## config.mk

```make
export PLATFORM = sky130hd
export DESIGN_NAME = spi_master_mc
export DESIGN_NICKNAME = d
export VERILOG_FILES = /design/src/rtl/spi_master_mc_pkg.sv /design/src/rtl/spi_master_mc_sclk_gen.sv /design/src/rtl/spi_master_mc.sv
export SDC_FILE = /design/constraint.sdc
export NUM_CORES = 1
export LEC_CHECK = 0
export CAP_MARGIN = 5
export CORE_ASPECT_RATIO = 0.8
export CORE_MARGIN = 3
export CORE_UTILIZATION = 51
export DETAILED_ROUTE_END_ITERATION = 10
export PLACE_DENSITY = 0.8
export SETUP_SLACK_MARGIN = 0.2
export SLEW_MARGIN = 5
export SYNTH_ARGS = -nofsm -noshare
export SYNTH_HDL_FRONTEND = slang
export SYNTH_SLANG_ARGS = --single-unit
```

## constraint.sdc

```tcl
create_clock -name clk -period 5.35 [get_ports clk]
set_clock_uncertainty 0.05 [all_clocks]
set_input_delay 1.07 -clock clk [delete_from_list [all_inputs] [get_ports clk]]
set_output_delay 1.07 -clock clk [all_outputs]
set_load 0.005 [all_outputs]
```

## src/rtl/spi_master_mc_pkg.sv

```systemverilog
// Shared types for the multi-slave SPI master: FSM state encoding and per-transaction mode.
// Pure declarations; no logic, no latency, no flow control.
package spi_pkg;

  typedef enum logic [1:0] {
    IDLE     = 2'd0,
    SETUP    = 2'd1,
    TRANSFER = 2'd2,
    HOLD     = 2'd3
  } spi_state_e;

  typedef struct packed {
    logic cpol;
    logic cpha;
    logic lsb_first;
  } spi_mode_t;

endpackage

```

## src/rtl/spi_master_mc_sclk_gen.sv

```systemverilog
// SCLK divider: one lead/trail strobe every CLK_DIVIDER cycles while enabled; sclk = cpol ^ phase.
// Strobes are combinational from the counter flop; disabling clears counter and phase.
module spi_sclk_gen #(
  parameter int CLK_DIVIDER = 4
) (
  input  logic clk,
  input  logic rst_n,
  input  logic en,
  input  logic cpol,
  output logic lead_edge,
  output logic trail_edge,
  output logic sclk
);

  localparam int CNT_W = (CLK_DIVIDER > 1) ? $clog2(CLK_DIVIDER) : 1;

  logic [CNT_W-1:0] cnt_q, cnt_d;
  logic             phase_q, phase_d;
  logic             strobe;

  always_comb begin
    strobe     = en && (cnt_q == CNT_W'(CLK_DIVIDER - 1));
    lead_edge  = strobe && !phase_q;
    trail_edge = strobe && phase_q;
    cnt_d      = '0;
    phase_d    = 1'b0;
    if (en) begin
      cnt_d   = strobe ? '0 : cnt_q + 1'b1;
      phase_d = phase_q ^ strobe;
    end
  end

  always_ff @(posedge clk or negedge rst_n) begin
    if (!rst_n) begin
      cnt_q   <= '0;
      phase_q <= 1'b0;
    end else begin
      cnt_q   <= cnt_d;
      phase_q <= phase_d;
    end
  end

  assign sclk = cpol ^ phase_q;

endmodule

```

## src/rtl/spi_master_mc.sv

```systemverilog
// Multi-slave SPI master, per-transaction CPOL/CPHA/bit order; done (2*DATA_W+2)*CLK_DIVIDER+1 cycles after accept.
// One transfer in flight: start is taken only while ready=1. Debug taps under SPI_MASTER_DEBUG_EN.
module spi_master_mc
  import spi_pkg::*;
#(
  parameter int  DATA_W      = 8,
  parameter int  NUM_SS      = 4,
  parameter int  CLK_DIVIDER = 4,
  localparam int SEL_W       = (NUM_SS > 1) ? $clog2(NUM_SS) : 1
) (
  input  logic              clk,
  input  logic              rst_n,
  input  logic              start_transaction,
  output logic              ready,
  input  logic [DATA_W-1:0] tx_data,
  input  logic [SEL_W-1:0]  ss_sel,
  input  logic              cpol,
  input  logic              cpha,
  input  logic              lsb_first,
  output logic [DATA_W-1:0] rx_data,
  output logic              transaction_done,
  output logic              sclk,
  output logic              mosi,
  input  logic              miso,
`ifdef SPI_MASTER_DEBUG_EN
  output logic [1:0]              state_o,
  output logic [$clog2(DATA_W)-1:0] bit_count_o,
  output logic [DATA_W-1:0]       rx_shift_o,
`endif
  output logic [NUM_SS-1:0] ss_n
);

  localparam int IDX_W = $clog2(DATA_W);
  localparam int EC_W  = $clog2(2 * DATA_W + 1);
  localparam int CNT_W = (CLK_DIVIDER > 1) ? $clog2(CLK_DIVIDER) : 1;

  spi_state_e        state_q, state_d;
  spi_mode_t         mode_q, mode_d;
  logic [DATA_W-1:0] tx_q, tx_d;
  logic [DATA_W-1:0] rx_shift_q, rx_shift_d;
  logic [DATA_W-1:0] rx_data_q, rx_data_d;
  logic [CNT_W-1:0]  cyc_cnt_q, cyc_cnt_d;
  logic [EC_W-1:0]   edge_cnt_q, edge_cnt_d;
  logic [NUM_SS-1:0] ss_n_q, ss_n_d;
  logic              done_q, done_d;
  logic              ready_q, ready_d;
  logic              mosi_q, mosi_d;

  logic              gen_en, lead_edge, trail_edge;
  logic              sample_edge, drive_edge;
  logic [EC_W-1:0]   next_bit;

  function automatic logic [IDX_W-1:0] bit_pos(input logic [EC_W-1:0] k, input logic lsb);
    logic [IDX_W-1:0] i;
    i = k[IDX_W-1:0];
    return lsb ? i : IDX_W'(DATA_W - 1) - i;
  endfunction

  // Out-of-range selects yield an all-high mask, so the transfer runs with no slave selected.
  function automatic logic [NUM_SS-1:0] sel_mask(input logic [SEL_W-1:0] sel);
    logic [NUM_SS-1:0] m;
    m = '1;
    for (int i = 0; i < NUM_SS; i++) begin
      if (int'(sel) == i) m[i] = 1'b0;
    end
    return m;
  endfunction

  // The edge counter saturating at 2*DATA_W also stops the divider, giving sclk one rest cycle before HOLD.
  assign gen_en = (state_q == TRANSFER) && (edge_cnt_q != EC_W'(2 * DATA_W));

  spi_sclk_gen #(.CLK_DIVIDER(CLK_DIVIDER)) u_sclk_gen (
    .clk        (clk),
    .rst_n      (rst_n),
    .en         (gen_en),
    .cpol       (mode_q.cpol),
    .lead_edge  (lead_edge),
    .trail_edge (trail_edge),
    .sclk       (sclk)
  );

  always_comb begin
    sample_edge = mode_q.cpha ? trail_edge : lead_edge;
    drive_edge  = mode_q.cpha ? lead_edge : trail_edge;
    next_bit    = (edge_cnt_q + EC_W'(1)) >> 1;

    state_d    = state_q;
    mode_d     = mode_q;
    tx_d       = tx_q;
    rx_shift_d = rx_shift_q;
    rx_data_d  = rx_data_q;
    cyc_cnt_d  = '0;
    edge_cnt_d = edge_cnt_q;
    ss_n_d     = ss_n_q;
    done_d     = 1'b0;
    ready_d    = ready_q;
    mosi_d     = mosi_q;

    case (state_q)
      IDLE: begin
        if (start_transaction) begin
          mode_d     = '{cpol: cpol, cpha: cpha, lsb_first: lsb_first};
          tx_d       = tx_data;
          rx_shift_d = '0;
          edge_cnt_d = '0;
          ss_n_d     = sel_mask(ss_sel);
          ready_d    = 1'b0;
          state_d    = SETUP;
          if (!cpha) mosi_d = tx_data[bit_pos(EC_W'(0), lsb_first)];
        end
      end
      SETUP: begin
        if (cyc_cnt_q == CNT_W'(CLK_DIVIDER - 1)) state_d = TRANSFER;
        else cyc_cnt_d = cyc_cnt_q + 1'b1;
      end
      TRANSFER: begin
        if (edge_cnt_q == EC_W'(2 * DATA_W)) begin
          state_d = HOLD;
        end else if (lead_edge || trail_edge) begin
          edge_cnt_d = edge_cnt_q + 1'b1;
          if (sample_edge) begin
            rx_shift_d = mode_q.lsb_first ? {miso, rx_shift_q[DATA_W-1:1]}
                                          : {rx_shift_q[DATA_W-2:0], miso};
          end
          if (drive_edge && (next_bit < EC_W'(DATA_W))) begin
            mosi_d = tx_q[bit_pos(next_bit, mode_q.lsb_first)];
          end
        end
      end
      HOLD: begin
        if (cyc_cnt_q == CNT_W'(CLK_DIVIDER - 1)) begin
          state_d   = IDLE;
          ss_n_d    = '1;
          rx_data_d = rx_shift_q;
          done_d    = 1'b1;
          ready_d   = 1'b1;
        end else begin
          cyc_cnt_d = cyc_cnt_q + 1'b1;
        end
      end
    endcase
  end

  always_ff @(posedge clk or negedge rst_n) begin
    if (!rst_n) begin
      state_q    <= IDLE;
      mode_q     <= '0;
      tx_q       <= '0;
      rx_shift_q <= '0;
      rx_data_q  <= '0;
      cyc_cnt_q  <= '0;
      edge_cnt_q <= '0;
      ss_n_q     <= '1;
      done_q     <= 1'b0;
      ready_q    <= 1'b1;
      mosi_q     <= 1'b0;
    end else begin
      state_q    <= state_d;
      mode_q     <= mode_d;
      tx_q       <= tx_d;
      rx_shift_q <= rx_shift_d;
      rx_data_q  <= rx_data_d;
      cyc_cnt_q  <= cyc_cnt_d;
      edge_cnt_q <= edge_cnt_d;
      ss_n_q     <= ss_n_d;
      done_q     <= done_d;
      ready_q    <= ready_d;
      mosi_q     <= mosi_d;
    end
  end

  assign ready            = ready_q;
  assign rx_data          = rx_data_q;
  assign transaction_done = done_q;
  assign mosi             = mosi_q;
  assign ss_n             = ss_n_q;

`ifdef SPI_MASTER_DEBUG_EN
  assign state_o     = state_q;
  assign bit_count_o = IDX_W'(edge_cnt_q >> 1);
  assign rx_shift_o  = rx_shift_q;
`endif

endmodule

```

Word-level counts from Yosys, hierarchy flattened
Index checks and enable logic that the tools add are counted.
{"block": "totals", "ff_bits": 46, "out_inout_bits": 16, "wordCells": 108}
{"block": "classes", "add_sub_neg": 4, "magnitude_cmp": 3, "n_eq_ne": 19, "n_mux": 46, "bitwise_logic": 2, "n_reduce_logical": 19}
{"cell": "2-to-1 mux 8 bit", "n": 5}
{"cell": "2-to-1 mux 1 bit", "n": 18}
{"cell": "2-to-1 mux 2 bit", "n": 8}
{"cell": "one-hot mux 8 bit (2 select lines)", "n": 1}
{"cell": "2-to-1 mux 5 bit", "n": 3}
{"cell": "equality test 2 bit (second input constant)", "n": 6}
{"cell": "inequality test 2 bit (second input constant)", "n": 6}
{"cell": "one-hot mux 5 bit (2 select lines)", "n": 1}
{"cell": "< comparator 3 x 4 -> 1 bit (second input constant)", "n": 2}
{"cell": "2-to-1 mux 4 bit", "n": 2}
{"cell": "one-hot mux 2 bit (4 select lines)", "n": 1}
{"cell": "one-hot mux 4 bit (2 select lines)", "n": 1}
{"cell": "AND reduction 4 bit", "n": 2}
{"cell": "binary-select mux 1 bit (select 3 bit)", "n": 2}
{"cell": "2-to-1 mux 3 bit", "n": 2}
{"cell": "inequality test 2 x 1 -> 1 bit (second input constant)", "n": 3}
{"cell": "AND reduction 6 bit", "n": 1}
{"cell": "adder 5 x 1 -> 5 bit (second input constant)", "n": 1}
{"cell": "equality test 5 bit (second input constant)", "n": 1}
{"cell": "logical AND 1 bit", "n": 5}
{"cell": "inequality test 5 bit (second input constant)", "n": 1}
{"cell": "AND reduction 5 bit", "n": 1}
{"cell": "adder 2 x 1 -> 2 bit (second input constant)", "n": 2}
{"cell": "equality test 2 x 1 -> 1 bit (second input constant)", "n": 2}
{"cell": "11 further kinds", "n": 16}

Longest topological paths before layout
{"block": "depth", "depth_word": 10, "mapped_depth": 11, "mapped_depth_nobuf": 10}

Cells and area by module
Synthesis repeated with hierarchy kept, for this count alone.
{"block": "unflattened", "cells_unflattened": 209, "area_unflattened_um2": 2362.3}
{"mod": "spi_master_mc", "instances": 1, "cells_per_inst": 197, "area_each_um2": 2218.4, "seq_area_each_um2": 1082.3}
{"mod": "spi_sclk_gen", "instances": 1, "cells_per_inst": 12, "area_each_um2": 143.9, "seq_area_each_um2": 75.1}

Worst setup path before layout
OpenSTA, ideal clock, no wires.
{"block": "synth_timing", "path_type": "reg-to-reg", "start": "register state_q[0]", "end": "register mosi_q, in the netlist mosi", "setup_ns": 0.125, "arrival_time_ns": 2.371, "required_time_ns": 5.175, "path_slack_ns": 2.804, "stages_incl_launch_ff": 12, "path_cell_list": "dfrtp_1 -> inv_1 -> ha_1 -> buf_2 -> clkbuf_1 -> and3_1 -> ha_1 -> o21ai_0 -> o2bb2ai_1 -> nand2_1 -> a211oi_1 -> mux2_4"}
{"block": "synth_between", "elab_chain_len": 8, "word_cells_on_any_way": 17, "classes_between": "eq/ne (6); mux (2); reduce/logical (9)"}
{"item": "start, declared", "line": "spi_master_mc.sv:37", "source": "spi_state_e state_q, state_d;"}
{"item": "start signal, assigned", "line": "spi_master_mc.sv:158", "source": "state_q <= state_d;"}
{"item": "equality test 2 bit", "line": "spi_master_mc.sv:70, spi_master_mc.sv:99"}
{"item": "logical AND 1 bit", "line": "spi_master_mc.sv:70", "source": "assign gen_en = (state_q == TRANSFER) && (edge_cnt_q != EC_W'(2 * DATA_W));"}
{"item": "logical AND 1 bit", "line": "spi_master_mc_sclk_gen.sv:22", "source": "strobe = en && (cnt_q == CNT_W'(CLK_DIVIDER - 1));"}
{"item": "logical AND 1 bit, on equally long branches", "line": "spi_master_mc_sclk_gen.sv:24, spi_master_mc_sclk_gen.sv:23"}
{"item": "2-to-1 mux 1 bit", "line": "spi_master_mc.sv:84", "source": "drive_edge = mode_q.cpha ? lead_edge : trail_edge;"}
{"item": "logical AND 1 bit", "line": "spi_master_mc.sv:125", "source": "if (drive_edge && (next_bit < EC_W'(DATA_W))) begin"}
{"item": "inequality test 2 x 1 -> 1 bit (no line)"}
{"item": "AND reduction 6 bit (no line)"}
{"item": "end signal, assigned", "line": "spi_master_mc.sv:168", "source": "mosi_q <= mosi_d;"}
{"item": "end, declared", "line": "spi_master_mc.sv:47", "source": "logic mosi_q, mosi_d;"}
Parallel ways exist; a longest one is shown, timed or not.
A chain may end at the register's enable or synchronous reset.

Worst setup path after layout
Same ends and word-level chain as after synthesis.

==> run metrics <==
Worst-Skew Late Latency 310 ps; Syn. warnings 0; CP startpoint state_q[0]$_DFFE_PN0P_; Synth top area share 43.9%; vias around 1.5k; total wire length 4100 µm; ANT nets after route 0; status finished clean; Most common cell on crit path ha_1; Max IR drop VDD approximately 0.22 mV; drt via density ~5.3; die height 66.6 µm; Seq/Total Area, Yosys 49.5%; 1st-iter DRT viols 95; die area 5440 µm²; pwr/cell area 443 nW/µm²; global-route wire length before repair 6970 µm; Nets around 260; Post-CTS Setup Repair Bufs 0; Port Buf Inserts 32; Worst slew margin 33.8%; post-synth cell types 39; Pins Over Slew Limit 0; Worst R2R Start state_q[0]$_DFFE_PN0P_; wire per inst 14.1 µm; CTS tree done; clock net sink count 46; Core Footprint approximately 4300 µm²; Cells after Synth 200; worst reg2reg setup slack 2520 ps; pre-CTS WS 2350 ps; initial antenna violation count 0; Final setup viols 0; number of placed I/O pins 33; cell taking the most area after synthesis dfrtp_1; number of synthesized flops with an enable pin 0; number of global-route vias before repair 1,522; syn_nets 227; Fmax 353 MHz; Clock Pin Slew Worst Setup and Hold Paths 80 ps; Final GP Congestion 0.803; site row count 21; MaxCap Viol Count 0; CP cell instances inv_1 > ha_1 > and3_1 > ha_1 > o21ai_0 > o2bb2ai_1 > nand2_1 > a211oi_1 > mux2_4; synth top area cells dfrtp_1 44%, mux2_2 8.2%, mux2_1 5.8%; critical path endpoint category flop; hold path start cyc_cnt_q[0]$_DFF_PN0_; Post-Syn Area 2340 µm²; CP Launch Type flop; grt total ovfl 0; required time of the critical path approximately 5500 ps; number of diodes 0; Hold WS 395 ps; post-synthesis register bit count 46; CP arrival 2970 ps; leakage 0.00127 µW; Area Growth Syn to Fin 18.7%; worst hold path class flop to flop; final worst-path cycle share 52.9%; number of cells on the worst hold path 1; PnR worst setup slack around 2500 ps; drt pass-1 iters 4; Die W 81.7 µm; DRC viols 0; gr usage total 17.1%; Max stage delay cell, worst path ha_1; Final Hold Vio Count 0; layout cells sized above 1 15.5%; Post-Layout Cell Count 290; top post-synthesis cells by count 41 x dfrtp_1, 19 x nor2_1, 17 x mux2_2, 13 x nand2_1, 12 x mux2_1; Worst Reg-to-Reg Cells 9; worst-margin pin slew around 990 ps; cell with the most instances after synthesis dfrtp_1; initial core utilization approximately 54%; Min Clock Period, post-route roughly 2800 ps; largest net degree at the start of global routing 47; CTS H-tree lvls 2; syn avg cell area approximately 12 µm²; Worst Path Class, Setup flop to flop; RSZ-0062 raised after global routing no; CTS root buffer clkbuf_8; Resized cells post-CTS 0; dominant synthesized flop cell dfrtp_1; Worst path max stage delay 520 ps; CP Max Fanout 17; ys async rst share between 90% and 100%; clock buffer depth 2; hold_buf cts 0; hpwl dp ~2900 µm; TritonCTS Buffers 5; Inst Count DP 282; setup TNS 0 ps
-- final cells by class --
class,count,area (µm²)
multi-input combinational,137,1110
timing repair buffer,32,315
tap,57,71.3
sequential,46,1160
clock buffer,5,68.8
inverter,10,37.5
fill,358,1530
clock inverter,3,21.3
-- worst max-delay path, delay by kind of cell (launching register included) --
kind / cells / cell delay (ps)
adder cells (fa/ha/maj): 2 / 730
AO/OA/AOI/OAI: 3 / 630
AND/OR/NAND/NOR: 2 / 480
flip-flops: 1 / 410
multiplexers: 1 / 330
buffers and inverters: 1 / 90
-- layer usage --
layer | track usage [%] | vias to the layer above | part of all wire (%)
li1 | - | 769 | -
met1 | 23.5 | 732 | 50
met2 | 25.3 | 30 | 44
met3 | 4.73 | 7 | 4.7
met4 | 6.85 | 0 | 1.6
met5 | 0 | - | 0
-- power by group --
group | total [µW] | internal (µW) | switching [µW]
Clock | 212 | 91.8 | 120
Sequential | 531 | 450 | 81.2
Combinational | 488 | 263 | 225
Total | 1230 | 805 | 426
-- cell usage in the layout (no fill, tap or decap), drive strengths merged, types with 4 or more instances in the layout --
| cell | count |
|---|---|
| nor3 | 4 |
| o21ai | 8 |
| mux2i | 11 |
| a31oi | 5 |
| dfrtp | 41 |
| ha | 10 |
| clkdlybuf4s50 | 31 |
| nor2 | 19 |
| dfstp | 5 |
| nand2b | 4 |
| inv | 10 |
| a21oi | 4 |
| nand2 | 13 |
| clkbuf | 5 |
| xor2 | 4 |
| mux2 | 30 |
-- registers in the layout (all words and copies together), names as in the netlist, 3 cells and up --
register    flops
tx_q            8
rx_shift_q      8
mode_q          3
edge_cnt_q      5
ss_n            4
rx_data         8
-- logic make-up after synthesis --
| group | synth area share (%) |
|---|---|
| adders and majority gates | 5.35 |
| xor gates and xnor gates | 3.16 |
| AOI/OAI and AO/OA | 7.33 |
| buffers and inverters | 3.26 |
| and+or+nand+nor | 10.2 |
| muxes | 21.2 |
| DFF | 49.5 |
-- path summary, 6_finish.rpt --
check / to
setup reg to reg: mosi$_DFFE_PN0P_
min in group asynchronous: edge_cnt_q[2]$_DFFE_PN0P_
setup / recovery: mosi$_DFFE_PN0P_
max in group asynchronous: tx_q[4]$_DFFE_PN0P_
hold reg to reg: cyc_cnt_q[0]$_DFF_PN0_
hold / removal: cyc_cnt_q[0]$_DFF_PN0_
-- through the flow --
stage | instance area (µm²) | util, % | power [µW]
2_1_floorplan | 2340 | - | 894
6_report | 2780 | 64.5 | 1230
3_5_place_dp | 2690 | 62.4 | 1030
4_1_cts | 2780 | 64.5 | 1240
5_1_grt | 2780 | 64.5 | 1330
3_3_place_gp | 2690 | 62.4 | 1010
Power figures use the tool's default switching activity.
